## src/rtl/player_input_conditioner.sv

```systemverilog
// Tug-of-war front end: synchronizes, debounces and edge-detects two
// active-low player buttons into one-cycle move pulses L and R. A press
// accepted while freeze is high is consumed and never produces a pulse.

// One button channel: two-flop synchronizer, counter debouncer, and a
// combinational flag raised on the edge where a press is accepted.
module player_input_conditioner_channel #(
  parameter int DEBOUNCE_CYCLES = 4,
  parameter int CW              = $clog2(DEBOUNCE_CYCLES + 1)
) (
  input  logic clk,
  input  logic reset,
  input  logic key,
  output logic press
);

  localparam logic [CW-1:0] CNT_MAX  = CW'(DEBOUNCE_CYCLES - 1);
  localparam logic [CW-1:0] CNT_ZERO = {CW{1'b0}};
  localparam logic [CW-1:0] CNT_ONE  = CW'(1);

  logic          s1_r;
  logic          s2_r;
  logic          st_r;
  logic [CW-1:0] cnt_r;

  logic          differ_s;
  logic          at_max_s;
  logic          accept_s;
  logic          st_next_s;
  logic [CW-1:0] cnt_next_s;

  // Two-flop synchronizer; reset value is "released" (high).
  always_ff @(posedge clk or negedge reset) begin
    if (!reset) begin
      s1_r <= 1'b1;
      s2_r <= 1'b1;
    end else begin
      s1_r <= key;
      s2_r <= s1_r;
    end
  end

  // Debounce next-state: count consecutive cycles that differ from the
  // stable level; any return to the stable level discards the count.
  always_comb begin
    differ_s   = (s2_r != st_r);
    at_max_s   = (cnt_r == CNT_MAX);
    accept_s   = differ_s & at_max_s;
    st_next_s  = st_r;
    cnt_next_s = cnt_r;
    if (!differ_s) begin
      cnt_next_s = CNT_ZERO;
    end else if (at_max_s) begin
      st_next_s  = s2_r;
      cnt_next_s = CNT_ZERO;
    end else begin
      cnt_next_s = cnt_r + CNT_ONE;
    end
  end

  // Debounce state register; the counter never passes CNT_MAX.
  always_ff @(posedge clk or negedge reset) begin
    if (!reset) begin
      st_r  <= 1'b1;
      cnt_r <= CNT_ZERO;
    end else begin
      st_r  <= st_next_s;
      cnt_r <= cnt_next_s;
    end
  end

  // Press flag: an accept that moves the stable level from released to
  // pressed. Release acceptances never flag.
  always_comb begin
    if (accept_s && st_r) begin
      press = 1'b1;
    end else begin
      press = 1'b0;
    end
  end

endmodule

// Top level: two independent channels plus registered, freeze-masked
// move pulses and the tie indication.
module player_input_conditioner #(
  parameter int DEBOUNCE_CYCLES = 4,
  parameter int CW              = $clog2(DEBOUNCE_CYCLES + 1)
) (
  input  logic clk,
  input  logic reset,
  input  logic keyL,
  input  logic keyR,
  input  logic freeze,
  output logic L,
  output logic R,
  output logic tie
);

  logic press_l_s;
  logic press_r_s;
  logic move_l_s;
  logic move_r_s;

  player_input_conditioner_channel #(
    .DEBOUNCE_CYCLES(DEBOUNCE_CYCLES),
    .CW             (CW)
  ) u_chan_l (
    .clk  (clk),
    .reset(reset),
    .key  (keyL),
    .press(press_l_s)
  );

  player_input_conditioner_channel #(
    .DEBOUNCE_CYCLES(DEBOUNCE_CYCLES),
    .CW             (CW)
  ) u_chan_r (
    .clk  (clk),
    .reset(reset),
    .key  (keyR),
    .press(press_r_s)
  );

  // Freeze masks only the pulses; a press accepted while frozen is lost.
  always_comb begin
    if (freeze) begin
      move_l_s = 1'b0;
      move_r_s = 1'b0;
    end else begin
      move_l_s = press_l_s;
      move_r_s = press_r_s;
    end
  end

  // Registered outputs: one-cycle pulses and their coincidence.
  always_ff @(posedge clk or negedge reset) begin
    if (!reset) begin
      L   <= 1'b0;
      R   <= 1'b0;
      tie <= 1'b0;
    end else begin
      L   <= move_l_s;
      R   <= move_r_s;
      tie <= move_l_s & move_r_s;
    end
  end

endmodule

```

## config.mk

```make
export PLATFORM = sky130hd
export DESIGN_NAME = player_input_conditioner
export DESIGN_NICKNAME = d
export VERILOG_FILES = /design/src/rtl/player_input_conditioner.sv
export SDC_FILE = /design/constraint.sdc
export NUM_CORES = 1
export LEC_CHECK = 0
export ABC_AREA = 1
export BUFFER_PORTS_ARGS = -buffer_cell sky130_fd_sc_hd__buf_2
export CORE_AREA = 4 4 41 43
export CTS_CLUSTER_SIZE = 30
export DETAILED_ROUTE_END_ITERATION = 7
export DIE_AREA = 0 0 45 47
export GPL_TIMING_DRIVEN = 0
export HOLD_SLACK_MARGIN = 0.05
export SYNTH_ARGS = -nofsm -noshare
export SYNTH_HDL_FRONTEND = slang
export SYNTH_SLANG_ARGS = --single-unit
```

## constraint.sdc

```tcl
create_clock -name clk -period 1.5 [get_ports clk]
set_input_delay 0.15 -clock clk [delete_from_list [all_inputs] [get_ports clk]]
set_output_delay 0.15 -clock clk [all_outputs]
set_load 0.01 [all_outputs]
```

==> Word-level counts from Yosys, hierarchy flattened <==
Index checks and enable logic that the tools add are counted.
{ "word_totals": {"register_bits": 15, "latchBits": 0, "ram_bits": 0, "romBits": 0, "in_bits": 5, "out_inout_bits": 3, "word_cells": 32, "mem_count": 0} }
{ "classes": {"n_addsub": 2, "n_mul": 0, "div_mod_pow": 0, "order_cmp": 0, "eq_ne": 4, "shift": 0, "mux": 8, "bitwise": 3, "n_reduce_logical": 4} }
{ "op_table": {"columns": ["cell", "count"], "rows": [
  ["two-way mux 3 bit", 4],
  ["adder 3 x 1 -> 3 bit (second input constant)", 2],
  ["== test 3 x 2 -> 1 bit (second input constant)", 2],
  ["two-way mux 1 bit", 4],
  ["AND reduction 2 bit", 2],
  ["bitwise AND 1 bit", 3],
  ["logical AND 1 bit", 2],
  ["!= test 1 bit", 2]
]} }

==> Logic depth before layout (Yosys ltp) <==
Gate-level depths: netlist (run 1).
{ "depth": {"depth_word": 6, "mapped_depth": 5, "ltp_nobuf": 5} }

==> By module <==
From an unflattened synthesis (run 1), not the netlist that was laid out.
{ "hier_totals": {"hier_cells": 61, "hier_area_um2": 590.6} }
{ "by_module_without_submodules": {"columns": ["module", "n_inst", "cells_each", "area_each_um2", "seq_area_each_um2"], "rows": [
  ["player_input_conditioner_channel (u_chan_r)", 1, 26, 245.2, 153.9],
  ["player_input_conditioner_channel (u_chan_l)", 1, 26, 242.7, 153.9],
  ["player_input_conditioner", 1, 9, 102.6, 75.1]
]} }

==> Least setup slack after synthesis (run 1) <==
Ideal clock, no wire load.
{ "synth_path": {"kind": "register to register", "start": "register u_chan_l.cnt_r[0]", "end": "register u_chan_l.cnt_r[2]", "setup_time_ns": 0.072, "t_arrival_ns": 0.860, "required_ns": 1.428, "setup_slack_ns": 0.568, "path_stages_with_launch": 4, "n_path_buf": 0, "synth_period_minus_slack_ns": 0.932, "cell_sequence": "dfrtp_1 > ha_1 > or2_0 > nor2_1"} }
{ "synth_between": {"elab_chain_cells": 3, "elab_cells_between_ends": 4, "cone_classes": "add/sub (1); eq/ne (1); mux (2)"} }
{ "synth_lines": {"columns": ["element", "line", "rtl"], "rows": [
  ["from (decl)", "24", "logic [CW-1:0] cnt_r;"],
  ["from (signal assigned)", "68", "cnt_r <= cnt_next_s;"],
  ["adder 3 x 1 -> 3 bit / == test 3 x 2 -> 1 bit (equally long branches)", "57, 47", null],
  ["two-way mux 3 bit *", "53", "end else if (at_max_s) begin"],
  ["two-way mux 3 bit *", "51", "if (!differ_s) begin"],
  ["net u_chan_l.cnt_next_s[2]", "30", "logic [CW-1:0] cnt_next_s;"]
]} }
Mark *: on every way through the listed nets, which the timed path passes. The rest lies on a longest branch.
A chain may end at the register's enable or synchronous reset.

==> Worst setup path after layout (run 1) <==
Same ends and word-level chain as after synthesis.

==> results of run 1 <==
-- path summary, 6_finish.rpt --
path / end / slack [ps] / depth (start not counted) / start
max: u_chan_l.cnt_r[2]$_DFF_PN0_ / 520 / 3 / u_chan_l.cnt_r[0]$_DFF_PN0_
min: u_chan_l.cnt_r[2]$_DFF_PN0_ / 300 / 2 / reset
max reg2reg: u_chan_l.cnt_r[2]$_DFF_PN0_ / 520 / 3 / u_chan_l.cnt_r[0]$_DFF_PN0_
min reg2reg: u_chan_r.s2_r$_DFF_PN1_ / 360 / 0 / u_chan_r.s1_r$_DFF_PN1_
max in group asynchronous: u_chan_r.st_r$_DFFE_PN1P_ / 910 / 2 / reset
min in group clk: u_chan_r.s2_r$_DFF_PN1_ / 360 / 0 / u_chan_r.s1_r$_DFF_PN1_
-- layer usage --
layer / up-vias / GRT usage / share of wire
met1: 168 / 0.125 / 0.48
met2: 10 / 0.155 / 0.43
met4: 0 / 0.105 / 0.012
met3: 2 / 0.0230 / 0.073
li1: 189 / - / -
met5: - / 0 / 0
-- flip-flops by register name, indices dropped and copies added (netlist names) --
| signal | flops |
|---|---|
| L | 1 |
| u_chan_r.s2_r | 1 |
| u_chan_l.st_r | 1 |
| u_chan_r.s1_r | 1 |
| tie | 1 |
| u_chan_l.cnt_r | 3 |
| u_chan_r.cnt_r | 3 |
| u_chan_l.s2_r | 1 |
| u_chan_r.st_r | 1 |
| u_chan_l.s1_r | 1 |
| R | 1 |
-- kinds of logic (layout without fill, tap and decap cells) --
kind of cell | after synthesis | count (layout) | synth area share
AND/OR/NAND/NOR | 23 | 23 | 0.176
flip-flops | 15 | 15 | 0.674
AO/OA/AOI/OAI | 2 | 2 | 0.0176
buffers and inverters | 11 | 26 | 0.0727
adder cells (fa/ha/maj) | 2 | 2 | 0.0440
XOR/XNOR | 1 | 1 | 0.0154
-- repair_timing --
item / 4_1_cts / 5_1_grt
buffers inserted: 0 / 0
hold buffers: 4 / 0
resized for setup: 0 / 0
endpoints found under the hold margin: 18 / 0
-- synthesized netlist by cell type --
cell     number
nand3_2       1
dfrtp_1       9
ha_1          2
dfstp_2       6
nand2_1       8
inv_1        11
nand4_1       1
or2_0         1
o21ai_0       2
xnor2_1       1
nor2_2        1
nor2_1       11
-- area by class of cell --
type / count / area share
Clock buffer: 4 / 0.0382
Multi-Input combinational cell: 28 / 0.209
Tap cell: 15 / 0.0273
Inverter: 11 / 0.0600
Timing Repair Buffer: 11 / 0.109
Sequential cell: 15 / 0.556
-- critical path, stage by stage (launching register included) --
cell and delay [ps]:
dfrtp_1 390, ha_1 220, or2_0 220, nor2_1 90
-- report_power, final --
part / switching [mW] / internal, mW / leakage (nW)
Combinational: 0.118 / 0.0860 / 0.159
Sequential: 0.0406 / 0.498 / 0.185
Clock: 0.124 / 0.103 / 0.0150
-- per-stage QoR --
step                setup WS [ps]  utilization  hold slack (ps)
floorplan                     568            -             -146
global placement              544        0.478             65.7
detailed placement            535        0.478             66.9
CTS                           513        0.529              296
global route                  430        0.529              323
finish                        522        0.529              295
==> results.cfg, run 1 <==
[outcome]
status = finished clean

[pwr]
power_density_nw_per_um2 = 1410
power_mw = 0.969
leakagePower_nw = 0.359
vdd_drop_max_v = 0.000633

[yosys]
synth_top_area_cell = dfrtp_1
syn_area_um2 = 568
synth_top_area_frac = 0.396
syn_inst = 54
yosysSeqAreaShare = 0.674
ys_ff_latch = 15
syn-num-nets = 61
avgSynthCellArea_um2 = 10.5
ys_warn_count = 0
synth.area.top_cells = dfrtp_1 (40%), dfstp_2 (28%), inv_1 (7.3%), nor2_1 (7.3%), nand2_1 (5.3%)
yosysUniqueCellTypes = 12

[timing]
skew_ps = 0.447
rsz0062_at_grt = no
min_period_over_period = 0.652
relSlewSlack = 0.787
timing.fmax_mhz = 1020
fin_crit_ps = 978
final_max_slew_viol_count = 0
fin_setup_tns_ps = 0
finalHoldViolCount = 0
worst_pin_slew_ps = 320
setup_violations = 0

[clocking]
cts_tree = built
cts_root_buf = clkbuf_4
cts_max_path_buffers = 2
cts_buffers = 3
clock-sinks = 15
cts-htree-levels = 1
cts.reportedPaths.clkPinSlew_ps = 90
insertion_delay_ps = 280

[placed_design]
hpwl_um = 564
gp_congestion = 0.653
placed_cell_area_um2 = 622
dpl.cell_count = 76
placement.io_buffers = 7

[setup_path]
end_kind = flop
worstPathMaxFanout = 3
cp.required_ps = 1710
crit_type = reg -> reg
worstPathArrival_ps = 1190
start_kind = flop

[grt]
antenna_found_initial = 0
grt_usage = 0.105
grt_pass1_vias = 368
grt-ovfl-total = 0
grt_start_max_net_pins = 16
grt_first_pass_wirelength_um = 1500

[routing]
postRouteWirelength_um = 819
drtPass1Iterations = 4
via_count = 369
ant_nets = 0
drt-wirelength-per-cell_um = 9.75
drt_iter0_drc = 4
viasPerCell = 4.39
drc = 0

[finish]
multi_input_area_um2 = 144
area_growth_pct = 21.1
nets = 77
ff_latch_area_um2 = 383
final_cell_count_no_fill = 84
final_cell_mix = inv_1 (11), nor2_1 (11), dfrtp_1 (9)
final_area_um2 = 688
n_antenna_cell = 0
drive_gt1_frac = 0.261
fillers = 129

[floorplanning]
die_h_um = 47
rows = 13
die_area_um2 = 2120
core_um2 = 1300
initial_core_util = 0.437
die_w_um = 45
io_pins = 8

[min_path]
min_path_type = in -> async

[job]
max-cap-violations = 0
Power figures use the tool's default switching activity.
==> run 2, diff against run 1 <==
--- a/config.mk
+++ b/config.mk
@@ -5,7 +5,7 @@
 export SDC_FILE = /design/constraint.sdc
 export NUM_CORES = 1
 export LEC_CHECK = 0
-export ABC_AREA = 1
+export ABC_AREA = 0
 export BUFFER_PORTS_ARGS = -buffer_cell sky130_fd_sc_hd__buf_2
 export CORE_AREA = 4 4 41 43
 export CTS_CLUSTER_SIZE = 30
==> constraint.sdc (replaced) <==
create_clock -name clk -period 0.8 [get_ports clk]
set_input_delay 0.08 -clock clk [delete_from_list [all_inputs] [get_ports clk]]
set_output_delay 0.08 -clock clk [all_outputs]
set_load 0.01 [all_outputs]
==> results.cfg, run 2 <==
[finish]
reg.largest.list = u_chan_l.cnt_r (3), u_chan_r.cnt_r (3)
drive_gt1_frac = 0.655
final_cell_mix = dfrtp_1 (9), buf_2 (7), dfstp_2 (6)
nets = 63
layout_commonest_cell = dfrtp_1
area_growth_pct = 48.1
n_antenna_cell = 0

[setup_path]
end_kind = flop
crit_chain = ha_4 -> nor2b_4 -> buf_6 -> nor3b_2
cp_top_family = flip-flops
worstPathMaxFanout = 3
crit_type = reg -> reg
path_buf_inv = 1
cp.required_ps = 1000
slowest_delay_ps = 420
critical-path-slowest-cell = dfrtp_1
worstPathArrival_ps = 1320
start_kind = flop

[floorplanning]
rows = 13
initial_core_util = 0.428
core_um2 = 1300
die_area_um2 = 2120
io_pins = 8
die_w_um = 45
die_h_um = 47

[grt]
grt_pass1_vias = 404
grt_usage = 0.135
grt_first_pass_wirelength_um = 1860
antenna_found_initial = 0
grt_start_max_net_pins = 16
grt-ovfl-total = 0

[yosys]
syn_inst = 34
yosysSeqAreaShare = 0.688
avgSynthCellArea_um2 = 16.4
ys_warn_count = 0
synth_top_area_frac = 0.404
yosysUniqueCellTypes = 14
async_reset_ff_frac = 1.00
synth.area.top_cells = dfrtp_1 (40%), dfstp_2 (28%), mux2_4 (5.4%), nor3b_1 (5.4%), ha_1 (4.5%)
synth_top_area_cell = dfrtp_1
synth_most_common_cell = dfrtp_1
ys.flop_type = dfrtp_1
syn_area_um2 = 557
synth_top_cells_by_count = dfrtp_1 (9), dfstp_2 (6), nor3b_1 (4)
synth-edff-count = 0
ys_ff_latch = 15
syn-num-nets = 41

[pwr]
leakagePower_nw = 0.373
power_density_nw_per_um2 = 2810
vdd_drop_max_v = 0.00154
power_mw = 2.32

[timing]
fin_crit_ps = 1120
min_period_over_period = 1.40
skew_ps = 4.96
fin_setup_tns_ps = -2510
rsz0062_at_grt = yes
final_max_slew_viol_count = 0
fin_ws_ps = -319
worst_pin_slew_ps = 314
setup_violations = 14
timing.fmax_mhz = 893
relSlewSlack = 0.791
finalHoldViolCount = 0

[clocking]
clock-sinks = 15
insertion_delay_ps = 280
cts.reportedPaths.clkPinSlew_ps = 80
cts_buffers = 3
cts-htree-levels = 1
cts_root_buf = clkbuf_4
cts_max_path_buffers = 2
cts_tree = built

[routing]
via_count = 343
drt-wirelength-per-cell_um = 15.1
wl_met3_um = 60
ant_nets = 0
wl_met2_um = 595
top_layer_used = met4
viasPerCell = 4.90
drc = 0
wl_met1_um = 376
postRouteWirelength_um = 1060
drtPass1Iterations = 2
drt_iter0_drc = 2

[placed_design]
hpwl_um = 623
placement.io_buffers = 7
gp_congestion = 0.613

[job]
max-cap-violations = 0

[min_path]
min_path_type = in -> async

[outcome]
violations = negative setup slack
status = finished, violations left
[run 2: cell count changes after synthesis, sizes merged, moves of 2 or more]
cell / change
nor2b: +2
nand2b: +2
nor2: -11
nand2: -8
nor3: +2
nor3b: +4
inv: -11
mux2: +2
o21ai: -2
[run 2: repair_timing]
action	CTS	global route
pin swaps	4	3
resized for setup	8	5
hold endpoints to repair	20	0
setup endpoints to repair	14	14
setup buffers	4	2
hold buffers	4	0
[run 2: final timing paths]
| kind | slack [ps] | start | endpoint | cells after the start |
|---|---|---|---|---|
| worst max-delay path | -320 | u_chan_l.cnt_r[0]$_DFF_PN0_ | u_chan_l.cnt_r[1]$_DFF_PN0_ | 4 |
| worst min-delay path | 210 | reset | u_chan_l.cnt_r[1]$_DFF_PN0_ | 2 |
| worst max register to register | -320 | u_chan_l.cnt_r[0]$_DFF_PN0_ | u_chan_l.cnt_r[1]$_DFF_PN0_ | 4 |
| worst min register to register | 360 | u_chan_l.s1_r$_DFF_PN1_ | u_chan_l.s2_r$_DFF_PN1_ | 0 |
| max in group asynchronous | 290 | reset | u_chan_l.s2_r$_DFF_PN1_ | 2 |
| min in group clk | 360 | u_chan_l.s1_r$_DFF_PN1_ | u_chan_l.s2_r$_DFF_PN1_ | 0 |
[run 2: power by group]
group	internal [mW]	switching [mW]
sequential	0.954	0.183
clock	0.194	0.222
combinational	0.488	0.276
[run 2: per-stage QoR]
step                setup slack [ps]  instances  instance area, µm²  hold WS (ps)  utilization
global placement                -258         56                 631         -20.5        0.485
finish                          -319         70                 825           214        0.634
detailed placement              -340         56                 631         -9.19        0.485
global route                    -342         70                 825           248        0.634
CTS                             -295         68                 778           222        0.598
floorplan                       -235         34                 577          -216            -
[run 2: final cells by class]
type,count,area (µm²)
sequential,15,383
multi-input combinational,19,265
tap,15,18.8
fill,91,477
clock buffer,4,26.3
timing repair buffer,17,131
[run 2: cell families (layout without fill, tap and decap cells)]
logic type	Yosys count	count (layout)	share of synthesized area
fa+ha+maj	2	2	0.0449
flops	15	15	0.688
xor+xnor	2	2	0.0315
simple gates	13	13	0.182
mux	2	2	0.0539
buf+inv	0	21	0
[run 2: metal layers]
metal  track usage  vias up
met4         0.105        0
met3        0.0460        4
met5             0        -
met2         0.240       10
li1              -      160
met1         0.127      169
==> run 3, diff against run 2 <==
--- a/config.mk
+++ b/config.mk
@@ -6,11 +6,11 @@
 export NUM_CORES = 1
 export LEC_CHECK = 0
 export ABC_AREA = 0
-export BUFFER_PORTS_ARGS = -buffer_cell sky130_fd_sc_hd__buf_2
 export CORE_AREA = 4 4 41 43
 export CTS_CLUSTER_SIZE = 30
 export DETAILED_ROUTE_END_ITERATION = 7
 export DIE_AREA = 0 0 45 47
+export DONT_BUFFER_PORTS = 1
 export GPL_TIMING_DRIVEN = 0
 export HOLD_SLACK_MARGIN = 0.05
 export SYNTH_ARGS = -nofsm -noshare
==> results.cfg, run 3 (synthesis gave the netlist of run 2 again) <==
[pwr]
power_mw = 2.24
power_density_nw_per_um2 = 2900
vdd_drop_max_v = 0.00134
leakagePower_nw = 0.336

[setup_path]
worstPathArrival_ps = 1300
critical-path-slowest-cell = dfrtp_1
end_kind = flop
r2r_slack_ps = -280
slowest_delay_ps = 430
r2r-end = u_chan_r.st_r$_DFFE_PN1P_
start_kind = flop
crit_chain = ha_4 -> nand2b_4 -> mux2_4
cp.required_ps = 1010
cp_top_family = flip-flops
r2r_start = u_chan_r.cnt_r[0]$_DFF_PN0_
r2r_cells = 3
worstPathMaxFanout = 4
path_buf_inv = 0
crit_type = reg -> reg

[clocking]
ctsHoldBuffers = 4
clock-sinks = 15
cts_buffers = 3
cts_max_path_buffers = 2
cts.reportedPaths.clkPinSlew_ps = 90
cts_tree = built
cts-htree-levels = 1
insertion_delay_ps = 280
cts_root_buf = clkbuf_4

[timing]
fin_ws_ps = -285
final_max_slew_viol_count = 0
relSlewSlack = 0.567
timing.fmax_mhz = 922
rsz0062_at_grt = yes
whs_ps = -115
min_period_over_period = 1.36
fin_crit_ps = 1080
setup_violations = 11
skew_ps = 2.97
worst_pin_slew_ps = 649
finalHoldViolCount = 9

[placed_design]
gp_congestion = 0.666
dpl.cell_count = 49
placed_cell_area_um2 = 596
placement.io_buffers = 0

[routing]
drt_iter0_drc = 0
wl_met1_um = 383
drc = 0
top_layer_used = met3
drt-wirelength-per-cell_um = 14.9
wl_met3_um = 55
via_count = 306
ant_nets = 0
wl_met2_um = 468
viasPerCell = 5.02
drtPass1Iterations = 1
postRouteWirelength_um = 907

[floorplanning]
initial_core_util = 0.428
rows = 13
core_um2 = 1300
io_pins = 8
die_w_um = 45
die_h_um = 47
die_area_um2 = 2120

[finish]
drive_gt1_frac = 0.652
final_cell_count_no_fill = 61
utilization = 0.593
reg.largest.list = u_chan_l.cnt_r (3), u_chan_r.cnt_r (3)
fillers = 100
final_area_um2 = 772
area_growth_pct = 38.7
layout_commonest_cell = dfrtp_1
nets = 54
final_cell_mix = dfrtp_1 (9), dfstp_2 (6), nor3b_2 (4), buf_4 (4)
n_antenna_cell = 0

[grt]
antenna_found_initial = 0
grt_usage = 0.110
grt_start_max_net_pins = 16
grt-ovfl-total = 0
grt_first_pass_wirelength_um = 1490
grt_pass1_vias = 339

[min_path]
min_path_type = in -> async

[job]
max-cap-violations = 0

[outcome]
status = finished, violations left
violations = negative hold slack, negative setup slack
[run 3: through the flow]
step           hold slack [ps]  worst slack (ps)  TNS (ps)
6_report                  -115              -285     -2040
3_5_place_dp              -215              -287     -1770
3_3_place_gp              -215              -270     -1350
4_1_cts                    267              -274     -1980
5_1_grt                  -78.7              -330     -2560
2_1_floorplan             -216              -235     -1050
[run 3: worst max-delay path by stage]
stage,startpoint,to,cells after the start
after detailed placement,u_chan_l.cnt_r[0]$_DFF_PN0_,u_chan_l.st_r$_DFFE_PN1P_,3
final,u_chan_r.cnt_r[0]$_DFF_PN0_,u_chan_r.st_r$_DFFE_PN1P_,3
after floorplan,u_chan_l.cnt_r[0]$_DFF_PN0_,u_chan_l.st_r$_DFFE_PN1P_,3
after CTS,u_chan_l.cnt_r[0]$_DFF_PN0_,u_chan_l.st_r$_DFFE_PN1P_,3
after global routing,u_chan_l.cnt_r[0]$_DFF_PN0_,u_chan_l.st_r$_DFFE_PN1P_,3
after global placement,u_chan_l.cnt_r[0]$_DFF_PN0_,u_chan_l.st_r$_DFFE_PN1P_,3
[run 3: routing by layer]
metal / up-vias / track usage
met5: - / 0
met4: 0 / 0.0877
met3: 0 / 0.0460
met2: 8 / 0.169
met1: 158 / 0.118
li1: 140 / -
[run 3: layout make-up]
type	instances	area, µm²	area share
clock buffer	3	22.5	0.0292
clock inverter	1	5.00	0.00648
multi-input combinational	19	270	0.350
sequential	15	383	0.496
tap	15	18.8	0.0243
timing repair buffer	8	72.6	0.0940
[run 3: power by group]
| part | leakage [nW] | switching (mW) | internal, mW |
|---|---|---|---|
| logic | 0.134 | 0.254 | 0.430 |
| clock network | 0.0177 | 0.230 | 0.185 |
| registers | 0.184 | 0.187 | 0.954 |
| total | 0.336 | 0.671 | 1.57 |
[run 3: timing repair]
| action | CTS | global route |
|---|---|---|
| pin swaps | 2 | 3 |
| setup endpoints to repair | 11 | 19 |
| hold endpoints to repair | 20 | 9 |
| gates resized for setup | 6 | 5 |
| buffers inserted | 3 | 1 |
